$ cat src/rtl/s_axi_burst_read_bridge.sv
// AXI4 read-only slave: queues AR requests, expands each burst into per-beat user
// read requests and returns the user data as in-order R beats.
module s_axi_burst_read_bridge #(
    parameter int unsigned DATA_WIDTH = 32,
    parameter int unsigned ADDR_WIDTH = 8,
    parameter int unsigned ID_WIDTH   = 4,
    parameter int unsigned AR_DEPTH   = 4,
    parameter int unsigned RSP_DEPTH  = 8
) (
    input  logic                  S_AXI_ACLK,
    input  logic                  S_AXI_ARESET,
    input  logic [ADDR_WIDTH-1:0] S_AXI_ARADDR,
    input  logic [7:0]            S_AXI_ARLEN,
    input  logic [2:0]            S_AXI_ARSIZE,
    input  logic [1:0]            S_AXI_ARBURST,
    input  logic [ID_WIDTH-1:0]   S_AXI_ARID,
    input  logic                  S_AXI_ARVALID,
    output logic                  S_AXI_ARREADY,
    output logic [DATA_WIDTH-1:0] S_AXI_RDATA,
    output logic [ID_WIDTH-1:0]   S_AXI_RID,
    output logic [1:0]            S_AXI_RRESP,
    output logic                  S_AXI_RLAST,
    output logic                  S_AXI_RVALID,
    input  logic                  S_AXI_RREADY,
    output logic [ADDR_WIDTH-1:0] USR_REQ_ADDR,
    output logic                  USR_REQ_VALID,
    input  logic                  USR_REQ_READY,
    input  logic [DATA_WIDTH-1:0] USR_RSP_DATA,
    input  logic                  USR_RSP_VALID
);

    localparam int unsigned AR_PW = $clog2(AR_DEPTH);
    localparam int unsigned AR_CW = $clog2(AR_DEPTH + 1);
    localparam int unsigned RS_PW = $clog2(RSP_DEPTH);
    localparam int unsigned RS_CW = $clog2(RSP_DEPTH + 1);
    localparam int unsigned AR_EW = ID_WIDTH + 8 + 3 + 2 + ADDR_WIDTH;
    localparam int unsigned TAG_W = ID_WIDTH + 1 + 2;
    localparam int unsigned R_EW  = DATA_WIDTH + TAG_W;
    localparam logic [2:0]  MAX_SIZE = 3'($clog2(DATA_WIDTH / 8));

    typedef enum logic [0:0] {ST_IDLE, ST_ISSUE} state_t;

    logic [AR_EW-1:0]      ar_mem_q [AR_DEPTH];
    logic [AR_EW-1:0]      ar_mem_d [AR_DEPTH];
    logic [AR_PW-1:0]      ar_wp_q, ar_wp_d, ar_rp_q, ar_rp_d;
    logic [AR_CW-1:0]      ar_cnt_q, ar_cnt_d;

    logic [TAG_W-1:0]      tag_mem_q [RSP_DEPTH];
    logic [TAG_W-1:0]      tag_mem_d [RSP_DEPTH];
    logic [RS_PW-1:0]      tag_wp_q, tag_wp_d, tag_rp_q, tag_rp_d;

    logic [R_EW-1:0]       r_mem_q [RSP_DEPTH];
    logic [R_EW-1:0]       r_mem_d [RSP_DEPTH];
    logic [RS_PW-1:0]      r_wp_q, r_wp_d, r_rp_q, r_rp_d;
    logic [RS_CW-1:0]      r_cnt_q, r_cnt_d;
    logic [RS_CW-1:0]      outst_q, outst_d;

    state_t                state_q, state_d;
    logic [ADDR_WIDTH-1:0] addr_q, addr_d;
    logic [ADDR_WIDTH-1:0] incr_q, incr_d;
    logic [ADDR_WIDTH-1:0] mask_q, mask_d;
    logic [7:0]            beats_q, beats_d;
    logic [ID_WIDTH-1:0]   id_q, id_d;
    logic                  err_q, err_d;

    logic [ID_WIDTH-1:0]   h_id;
    logic [7:0]            h_len;
    logic [2:0]            h_size;
    logic [1:0]            h_burst;
    logic [ADDR_WIDTH-1:0] h_addr;
    logic [15:0]           h_wrap_bytes;
    logic [ADDR_WIDTH-1:0] h_beat_bytes;
    logic [ADDR_WIDTH-1:0] h_wrap_mask;
    logic                  h_wrap_ok;
    logic [ADDR_WIDTH-1:0] next_addr;

    logic ar_push, ar_pop, req_fire, rsp_fire, r_pop;

    function automatic logic [AR_PW-1:0] ar_ptr_inc(input logic [AR_PW-1:0] p);
        return (p == AR_PW'(AR_DEPTH - 1)) ? '0 : p + AR_PW'(1);
    endfunction

    function automatic logic [RS_PW-1:0] rs_ptr_inc(input logic [RS_PW-1:0] p);
        return (p == RS_PW'(RSP_DEPTH - 1)) ? '0 : p + RS_PW'(1);
    endfunction

    assign S_AXI_ARREADY = (ar_cnt_q != AR_CW'(AR_DEPTH)) && !S_AXI_ARESET;
    assign USR_REQ_VALID = (state_q == ST_ISSUE) && (outst_q != RS_CW'(RSP_DEPTH));
    assign USR_REQ_ADDR  = addr_q;
    assign S_AXI_RVALID  = (r_cnt_q != '0);
    assign {S_AXI_RDATA, S_AXI_RID, S_AXI_RLAST, S_AXI_RRESP} =
        S_AXI_RVALID ? r_mem_q[r_rp_q] : '0;

    assign ar_push  = S_AXI_ARVALID && S_AXI_ARREADY;
    assign ar_pop   = (state_q == ST_IDLE) && (ar_cnt_q != '0);
    assign req_fire = USR_REQ_VALID && USR_REQ_READY;
    assign rsp_fire = USR_RSP_VALID;
    assign r_pop    = S_AXI_RVALID && S_AXI_RREADY;

    assign {h_id, h_len, h_size, h_burst, h_addr} = ar_mem_q[ar_rp_q];
    assign h_wrap_bytes = (16'(h_len) + 16'd1) << h_size;
    assign h_beat_bytes = ADDR_WIDTH'(1) << h_size;
    assign h_wrap_mask  = ADDR_WIDTH'(h_wrap_bytes - 16'd1);
    assign h_wrap_ok    = (h_len == 8'd1) || (h_len == 8'd3) || (h_len == 8'd7) || (h_len == 8'd15);

    // FIXED, INCR and WRAP share one update: incr_q=0 freezes, mask_q='1 is plain INCR.
    assign next_addr = (addr_q & ~mask_q) | ((addr_q + incr_q) & mask_q);

    always_comb begin
        ar_mem_d  = ar_mem_q;
        ar_wp_d   = ar_wp_q;
        ar_rp_d   = ar_rp_q;
        ar_cnt_d  = ar_cnt_q;
        tag_mem_d = tag_mem_q;
        tag_wp_d  = tag_wp_q;
        tag_rp_d  = tag_rp_q;
        r_mem_d   = r_mem_q;
        r_wp_d    = r_wp_q;
        r_rp_d    = r_rp_q;
        r_cnt_d   = r_cnt_q;
        outst_d   = outst_q;
        state_d   = state_q;
        addr_d    = addr_q;
        incr_d    = incr_q;
        mask_d    = mask_q;
        beats_d   = beats_q;
        id_d      = id_q;
        err_d     = err_q;

        if (ar_push) begin
            ar_mem_d[ar_wp_q] = {S_AXI_ARID, S_AXI_ARLEN, S_AXI_ARSIZE, S_AXI_ARBURST, S_AXI_ARADDR};
            ar_wp_d = ar_ptr_inc(ar_wp_q);
        end
        if (ar_pop) begin
            ar_rp_d = ar_ptr_inc(ar_rp_q);
        end
        case ({ar_push, ar_pop})
            2'b10:   ar_cnt_d = ar_cnt_q + AR_CW'(1);
            2'b01:   ar_cnt_d = ar_cnt_q - AR_CW'(1);
            default: ar_cnt_d = ar_cnt_q;
        endcase

        case (state_q)
            ST_IDLE: begin
                if (ar_pop) begin
                    state_d = ST_ISSUE;
                    addr_d  = h_addr;
                    beats_d = h_len;
                    id_d    = h_id;
                    err_d   = (h_burst == 2'b11) || ((h_burst == 2'b10) && !h_wrap_ok) ||
                              (h_size > MAX_SIZE);
                    case (h_burst)
                        2'b01: begin
                            incr_d = h_beat_bytes;
                            mask_d = '1;
                        end
                        2'b10: begin
                            incr_d = h_beat_bytes;
                            mask_d = h_wrap_ok ? h_wrap_mask : '1;
                        end
                        default: begin
                            incr_d = '0;
                            mask_d = '1;
                        end
                    endcase
                end
            end
            ST_ISSUE: begin
                if (req_fire) begin
                    if (beats_q == 8'd0) begin
                        state_d = ST_IDLE;
                    end else begin
                        addr_d  = next_addr;
                        beats_d = beats_q - 8'd1;
                    end
                end
            end
            default: state_d = ST_IDLE;
        endcase

        if (req_fire) begin
            tag_mem_d[tag_wp_q] = {id_q, (beats_q == 8'd0), (err_q ? 2'b10 : 2'b00)};
            tag_wp_d = rs_ptr_inc(tag_wp_q);
        end
        if (rsp_fire) begin
            r_mem_d[r_wp_q] = {USR_RSP_DATA, tag_mem_q[tag_rp_q]};
            r_wp_d   = rs_ptr_inc(r_wp_q);
            tag_rp_d = rs_ptr_inc(tag_rp_q);
        end
        if (r_pop) begin
            r_rp_d = rs_ptr_inc(r_rp_q);
        end
        case ({rsp_fire, r_pop})
            2'b10:   r_cnt_d = r_cnt_q + RS_CW'(1);
            2'b01:   r_cnt_d = r_cnt_q - RS_CW'(1);
            default: r_cnt_d = r_cnt_q;
        endcase
        // Outstanding spans request through R handshake, so both FIFOs are bounded by it.
        case ({req_fire, r_pop})
            2'b10:   outst_d = outst_q + RS_CW'(1);
            2'b01:   outst_d = outst_q - RS_CW'(1);
            default: outst_d = outst_q;
        endcase
    end

    always_ff @(posedge S_AXI_ACLK) begin
        if (S_AXI_ARESET) begin
            ar_mem_q  <= '{default: '0};
            ar_wp_q   <= '0;
            ar_rp_q   <= '0;
            ar_cnt_q  <= '0;
            tag_mem_q <= '{default: '0};
            tag_wp_q  <= '0;
            tag_rp_q  <= '0;
            r_mem_q   <= '{default: '0};
            r_wp_q    <= '0;
            r_rp_q    <= '0;
            r_cnt_q   <= '0;
            outst_q   <= '0;
            state_q   <= ST_IDLE;
            addr_q    <= '0;
            incr_q    <= '0;
            mask_q    <= '0;
            beats_q   <= '0;
            id_q      <= '0;
            err_q     <= 1'b0;
        end else begin
            ar_mem_q  <= ar_mem_d;
            ar_wp_q   <= ar_wp_d;
            ar_rp_q   <= ar_rp_d;
            ar_cnt_q  <= ar_cnt_d;
            tag_mem_q <= tag_mem_d;
            tag_wp_q  <= tag_wp_d;
            tag_rp_q  <= tag_rp_d;
            r_mem_q   <= r_mem_d;
            r_wp_q    <= r_wp_d;
            r_rp_q    <= r_rp_d;
            r_cnt_q   <= r_cnt_d;
            outst_q   <= outst_d;
            state_q   <= state_d;
            addr_q    <= addr_d;
            incr_q    <= incr_d;
            mask_q    <= mask_d;
            beats_q   <= beats_d;
            id_q      <= id_d;
            err_q     <= err_d;
        end
    end

endmodule

$ cat config.mk
export PLATFORM = sky130hd
export DESIGN_NAME = s_axi_burst_read_bridge
export DESIGN_NICKNAME = d
export VERILOG_FILES = /design/src/rtl/s_axi_burst_read_bridge.sv
export SDC_FILE = /design/constraint.sdc
export NUM_CORES = 1
export LEC_CHECK = 0
export ABC_AREA = 1
export CAP_MARGIN = 20
export CORE_ASPECT_RATIO = 0.9
export CORE_MARGIN = 8
export CORE_UTILIZATION = 40
export DETAILED_ROUTE_END_ITERATION = 8
export PLACE_DENSITY = 0.53
export SLEW_MARGIN = 25
export SYNTH_ARGS = -nofsm -noshare
export SYNTH_HDL_FRONTEND = slang
export SYNTH_SLANG_ARGS = --single-unit
$ cat constraint.sdc
create_clock -name S_AXI_ACLK -period 6.5 [get_ports S_AXI_ACLK]
set_clock_uncertainty 0.15 [all_clocks]
set_input_delay 0.975 -clock S_AXI_ACLK [delete_from_list [all_inputs] [get_ports S_AXI_ACLK]]
set_output_delay 0.975 -clock S_AXI_ACLK [all_outputs]
set_load 0.02 [all_outputs]
Word-level counts from Yosys, hierarchy flattened
Cells that the tools add are included.
{"block": "word_totals", "regBits": 533, "inputBits": 63, "output_inout_bits": 50, "elab_cells": 169}
{"block": "classes", "add_sub_neg": 16, "order_cmp": 10, "eq_ne": 24, "shifts": 2, "mux": 44, "bitwise_logic": 11, "reduce_logical": 26}
{"op": "bitwise mux 312 bit", "count": 1}
{"op": "two-way mux 39 bit", "count": 4}
{"op": "binary-select mux 39 bit (select 3 bit)", "count": 1}
{"op": "demux 39 bit (select 3 bit)", "count": 1}
{"op": "bitwise mux 100 bit", "count": 1}
{"op": "two-way mux 25 bit", "count": 3}
{"op": "two-way mux 8 bit", "count": 9}
{"op": "bitwise mux 56 bit", "count": 1}
{"op": "binary-select mux 25 bit (select 2 bit)", "count": 1}
{"op": "demux 25 bit (select 2 bit)", "count": 1}
{"op": "case mux 8 bit (2 select lines)", "count": 2}
{"op": "binary-select mux 7 bit (select 3 bit)", "count": 1}
{"op": "demux 7 bit (select 3 bit)", "count": 1}
{"op": "two-way mux 7 bit", "count": 3}
{"op": "bitwise AND 8 bit", "count": 2}
{"op": ">= comparator 4 bit, second input constant", "count": 4}
{"op": "inverter 3 -> 4 bit", "count": 4}
{"op": "case mux 4 bit (2 select lines)", "count": 2}
{"op": "subtractor 8 x 1 -> 8 bit, second input constant", "count": 2}
{"op": "adder 3 x 1 -> 3 bit, second input constant", "count": 5}
{"op": "equality test 2 bit, second input constant", "count": 7}
{"op": "equality test 3 bit, second input constant", "count": 4}
{"op": "two-way mux 3 bit", "count": 4}
{"op": "logical AND 1 bit", "count": 10}
{"op": "other kinds (38)", "count": 59}

Logic depth before layout (Yosys ltp)
{"block": "logic_depth", "depth_word": 12, "depth_mapped": 22}

Worst setup path after synthesis
Ideal clock, no wire load.
{"block": "synth_timing", "kind": "register to output", "from": "register r_rp_q[0]", "to": "output port S_AXI_RDATA[22]", "t_arrival_ns": 1.814, "slack_ns": 3.561, "stages_incl_launch_ff": 9, "n_path_buf": 3, "cell_sequence": "dfxtp_1 clkbuf_1 inv_2 clkbuf_1 clkbuf_1 nor2_1 o22ai_1 o21ai_0 a31oi_1"}
{"block": "synth_between", "elab_chain_len": 5}
{"item": "start, declared", "line_no": "54", "text": "logic [RS_PW-1:0] r_wp_q, r_wp_d, r_rp_q, r_rp_d;"}
{"item": "start signal, assigned", "line_no": "237", "text": "r_rp_q <= r_rp_d;"}
{"item": "inverter 3 -> 4 bit (not written as such)", "line_no": "92", "text": "S_AXI_RVALID ? r_mem_q[r_rp_q] : '0;"}
{"item": "binary-select mux 39 bit (select 3 bit)", "line_no": "92"}
{"item": "two-way mux 39 bit (not written as such) (2 in a row)", "line_no": "92"}
{"item": "two-way mux 39 bit", "line_no": "92"}
{"item": "end, declared", "line_no": "19", "text": "output logic [DATA_WIDTH-1:0] S_AXI_RDATA,"}
Every way passes these cells. The select of a mux whose other input is x is not followed.

Worst setup path in the final report
{"block": "layout_timing", "from": "register r_rp_q[0]", "to": "output port S_AXI_RID[3]"}
{"block": "layout_between", "elab_chain_len": 5}
{"item": "inverter 3 -> 4 bit (not written as such)", "line_no": "92"}
{"item": "binary-select mux 39 bit (select 3 bit)", "line_no": "92"}
{"item": "two-way mux 39 bit (not written as such) (2 in a row)", "line_no": "92"}
{"item": "two-way mux 39 bit", "line_no": "92"}
{"item": "end, declared", "line_no": "20", "text": "output logic [ID_WIDTH-1:0] S_AXI_RID,"}
Every way passes these cells. The select of a mux whose other input is x is not followed.

==> flow_summary_export.csv <==
group,metric,value,unit
clocking,cts_buffers,56,
cells_and_area,utilization,45.63,%
sta,holdWs,0.2992,ns
critical_path,crit_start,"r_rp_q[0]",
sta,hold_violations,0,
clocking,clkSlewWorstSetupHoldPaths,0.06,ns
yosys,yosys_warnings,0,
cells_and_area,layout_commonest_cell,"nor2_1",
floorplanning,core-area,58230,um2
floorplanning,fp.dieW,271.5,um
yosys,yosysTopAreaCell,"dfxtp_1",
sta,worst_slew_pin_slew,1.091,ns
critical_path,cp.depth,6,
clocking,cts_tree,"done",
clocking,clock-sinks,517,
floorplanning,die_area,66780,um2
grt,grt_pass1_vias,21310,
pwr,p_comb_share,37.8,%
grt,grt_max_degree,247,
critical_path,rr_worst_depth,18,
cells_and_area,nets,3393,
drt,drc,0,
yosys,ys_seq_area_share,44.04,%
floorplanning,io_pins,113,
clocking,holdBufCountCts,0,
sta,rsz0062_at_grt,"false",
placed_design,post-place-cells,4008,
yosys,synth_top_family_by_area,"compound AO/OA/AOI/OAI gates",
grt,grt_pass1_wl,117900,um
worst_hold_path,holdPathEnd,"ar_mem_q[31]",
pwr,power_leakage,10.57,nW
sta,maxSlewViolCount,0,
cells_and_area,layout_common_cells,"nor2_1, o21ai_0, dfxtp_1, a21oi_1, nand2_1",
placed_design,place_hpwl,42670,um
yosys,ys.flop_type,"dfxtp_1",
placed_design,port_buffers,111,
critical_path,path_common_cell,"o21ai_0",
yosys,syn_inst,3365,
placed_design,gp_congestion,0.8372,
yosys,ys_ff_latch,517,
worst_hold_path,hp-start,"ar_mem_q[31]",
critical_path,reg2reg_slack,2.68,ns
cells_and_area,syn_to_final_growth,13.06,%
yosys,synth_area_leaders,"dfxtp_1, nor2_1, o21ai_0",
clocking,cts-root-buf,"clkbuf_16",
grt,overflow,0,
worst_hold_path,whs_path_depth,2,
critical_path,crit_fanout,86,
critical_path,slowest_delay,0.82,ns
clocking,post_cts_resize_count,0,
grt,grtUsageTotal,21.37,%
flow_run,drv_cap,0,
critical_path,critPathSlowestCell,"buf_4",
critical_path,criticalPathCategory,"reg -> out",
pwr,switching_power,4.383,mW
yosys,yosys.cell_types.count,46,
drt,via_per_inst,5.439,
status,status,"completed",
drt,routed_wl,74190,um
critical_path,reg2reg_to,"mask_q[4]",
yosys,synth.net_count,3466,
yosys,synth_compound_gate_area_share,23.70,%
pwr,vdd_ir_drop_max,0.0002395,V
sta,fin_setup_tns,0,ns
clocking,insertion_delay,0.62,ns
floorplanning,die_y,246.0,um
yosys,netlist_area,23500,um2
pwr,netSwitchingFraction,39.93,%
critical_path,cp.arrival,3.73,ns
grt,antenna_found_initial,2,
pwr,total_power,10.98,mW
critical_path,cp.required,5.37,ns
critical_path,end_kind,"output port",
drt,vias,22360,
yosys,synth-simple-area-share,22.39,%
cells_and_area,layout-drive-gt1-share,5.635,%
sta,min_period,4.858,ns
floorplanning,row_count,84,
yosys,synth_edf_count,0,
sta,period_share,74.74,%
cells_and_area,n_antenna_cell,0,
drt,antenna_left,0,
floorplanning,start_util,40.36,%
pwr,power_density,413.2,nW/um2
pwr,p_int,6.596,mW
critical_path,path_cells,"buf_4 > o21ai_0 > o22ai_1 > o21ai_0 > a31oi_1 > clkdlybuf4s50_1",
drt,first_pass_iters,5,
clocking,cts_max_level,2,
drt,routedWlPerCell,18.05,um
yosys,synth_top_area_share,44.04,%
pwr,seqPwrFrac,33.6,%
worst_hold_path,min_path_type,"reg -> reg",
yosys,synth_xor_area_share,0.3727,%
critical_path,critPathLaunchType,"flip-flop",
yosys,yosys.area_share.adder,2.151,%
yosys,avgSynthCellArea,6.984,um2
sta,fmax,0.2058,GHz
drt,drt_iter0_markers,1931,
yosys,synthMuxAreaShare,0,%
critical_path,reg2reg_from,"ar_rp_q[0]",
sta,slew_headroom,26.81,%
clocking,postCtsSetupBuffers,0,
critical_path,critPathTopFamily,"buffers and inverters",
sta,setup_violations,0,
yosys,synthArstFlopShare,0,%
pwr,clkPwrFrac,28.7,%
critical_path,path_buf_inv,2,
cells_and_area,instances_no_fill,4110,
clocking,clk_path_buf_depth,3,
==> worst max-delay path by stage <==
stage	end	slack (ns)
5_1_grt	S_AXI_RDATA[30]	1.31
2_1_floorplan	S_AXI_RDATA[22]	3.56
3_3_place_gp	S_AXI_RDATA[30]	2.26
4_1_cts	S_AXI_RDATA[30]	1.62
6_report	S_AXI_RID[3]	1.64
3_5_place_dp	S_AXI_RDATA[30]	2.33
==> metrics by stage <==
stage               area (um2)  setup slack [ns]
detailed placement       24770             2.332
floorplan                23500             3.561
global placement         24770             2.265
finish                   26570             1.642
CTS                      26570             1.622
global route             26570             1.312
==> cell usage after synthesis, types with 2 or more instances <==
cell      number
o211ai_1      11
xor2_1         5
dfxtp_1      517
buf_4          6
nor2_2         7
clkbuf_1     215
o21ai_1       13
buf_6          7
buf_2          7
a211oi_1      12
nand2_1      249
buf_1         10
nand2_4        2
a21oi_1      256
nor2_1       878
ha_1          34
nand3_2        8
nor3_1         6
xnor2_1        5
nor2_4         3
fa_1           4
inv_1        131
o22ai_1       46
a31oi_1       56
nand4_1        3
o21ai_0      658
a32oi_1        2
inv_2         12
nand2_2       14
clkinv_1       3
clkbuf_2      32
o31ai_1        2
nand3_1      138
==> worst min-delay path, cell delays in order (launching register included) <==
cell and delay (ns):
dfxtp_1 0.30, inv_1 0.05, a21oi_1 0.05
==> layout make-up <==
| cell class | count | area, um2 |
|---|---|---|
| Multi-Input combinational cell | 2423 | 11490 |
| Fill cell | 5954 | 31660 |
| Tap cell | 774 | 968.4 |
| Clock inverter | 15 | 155.1 |
| Timing Repair Buffer | 146 | 1384 |
| Sequential cell | 517 | 10360 |
| Clock buffer | 87 | 1639 |
| Inverter | 148 | 579.3 |
==> logic make-up (layout without fill, tap and decap cells) <==
group | count (synthesis) | count (layout)
fa+ha+maj | 38 | 38
flops | 517 | 517
xor+xnor | 10 | 10
compound gates | 1063 | 1063
simple gates | 1311 | 1311
buf+inv | 425 | 396
other cells | 1 | 1
==> flip-flops by register name (all words and copies together), names as in the netlist, named ones only <==
signal	flops
tag_mem_q	48
r_cnt_q	4
err_q	1
tag_wp_q	3
ar_wp_q	2
state_q	1
r_rp_q	3
r_mem_q	304
id_q	4
ar_mem_q	100
mask_q	8
tag_rp_q	3
r_wp_q	3
incr_q	8
beats_q	8
ar_cnt_q	3
outst_q	4
ar_rp_q	2
==> per-layer routing <==
| layer | GRT usage [%] | up-vias | share of wire [%] |
|---|---|---|---|
| met1 | 30.35 | 10570 | 48 |
| met5 | 0 | - | 0.028 |
| met3 | 3.256 | 113 | 5.8 |
| met2 | 33.62 | 642 | 44 |
| met4 | 5.683 | 4 | 2.0 |
| li1 | - | 11020 | - |
==> power by group through the flow <==
stage,registers [mW],logic (mW),clock network [mW]
2_1_floorplan,3.63,2.83,0
3_3_place_gp,3.74,4.10,0
3_5_place_dp,3.75,4.13,0
4_1_cts,3.68,4.15,3.22
5_1_grt,3.72,4.61,3.37
6_report,3.68,4.15,3.15
Power figures use the tool's default switching activity.
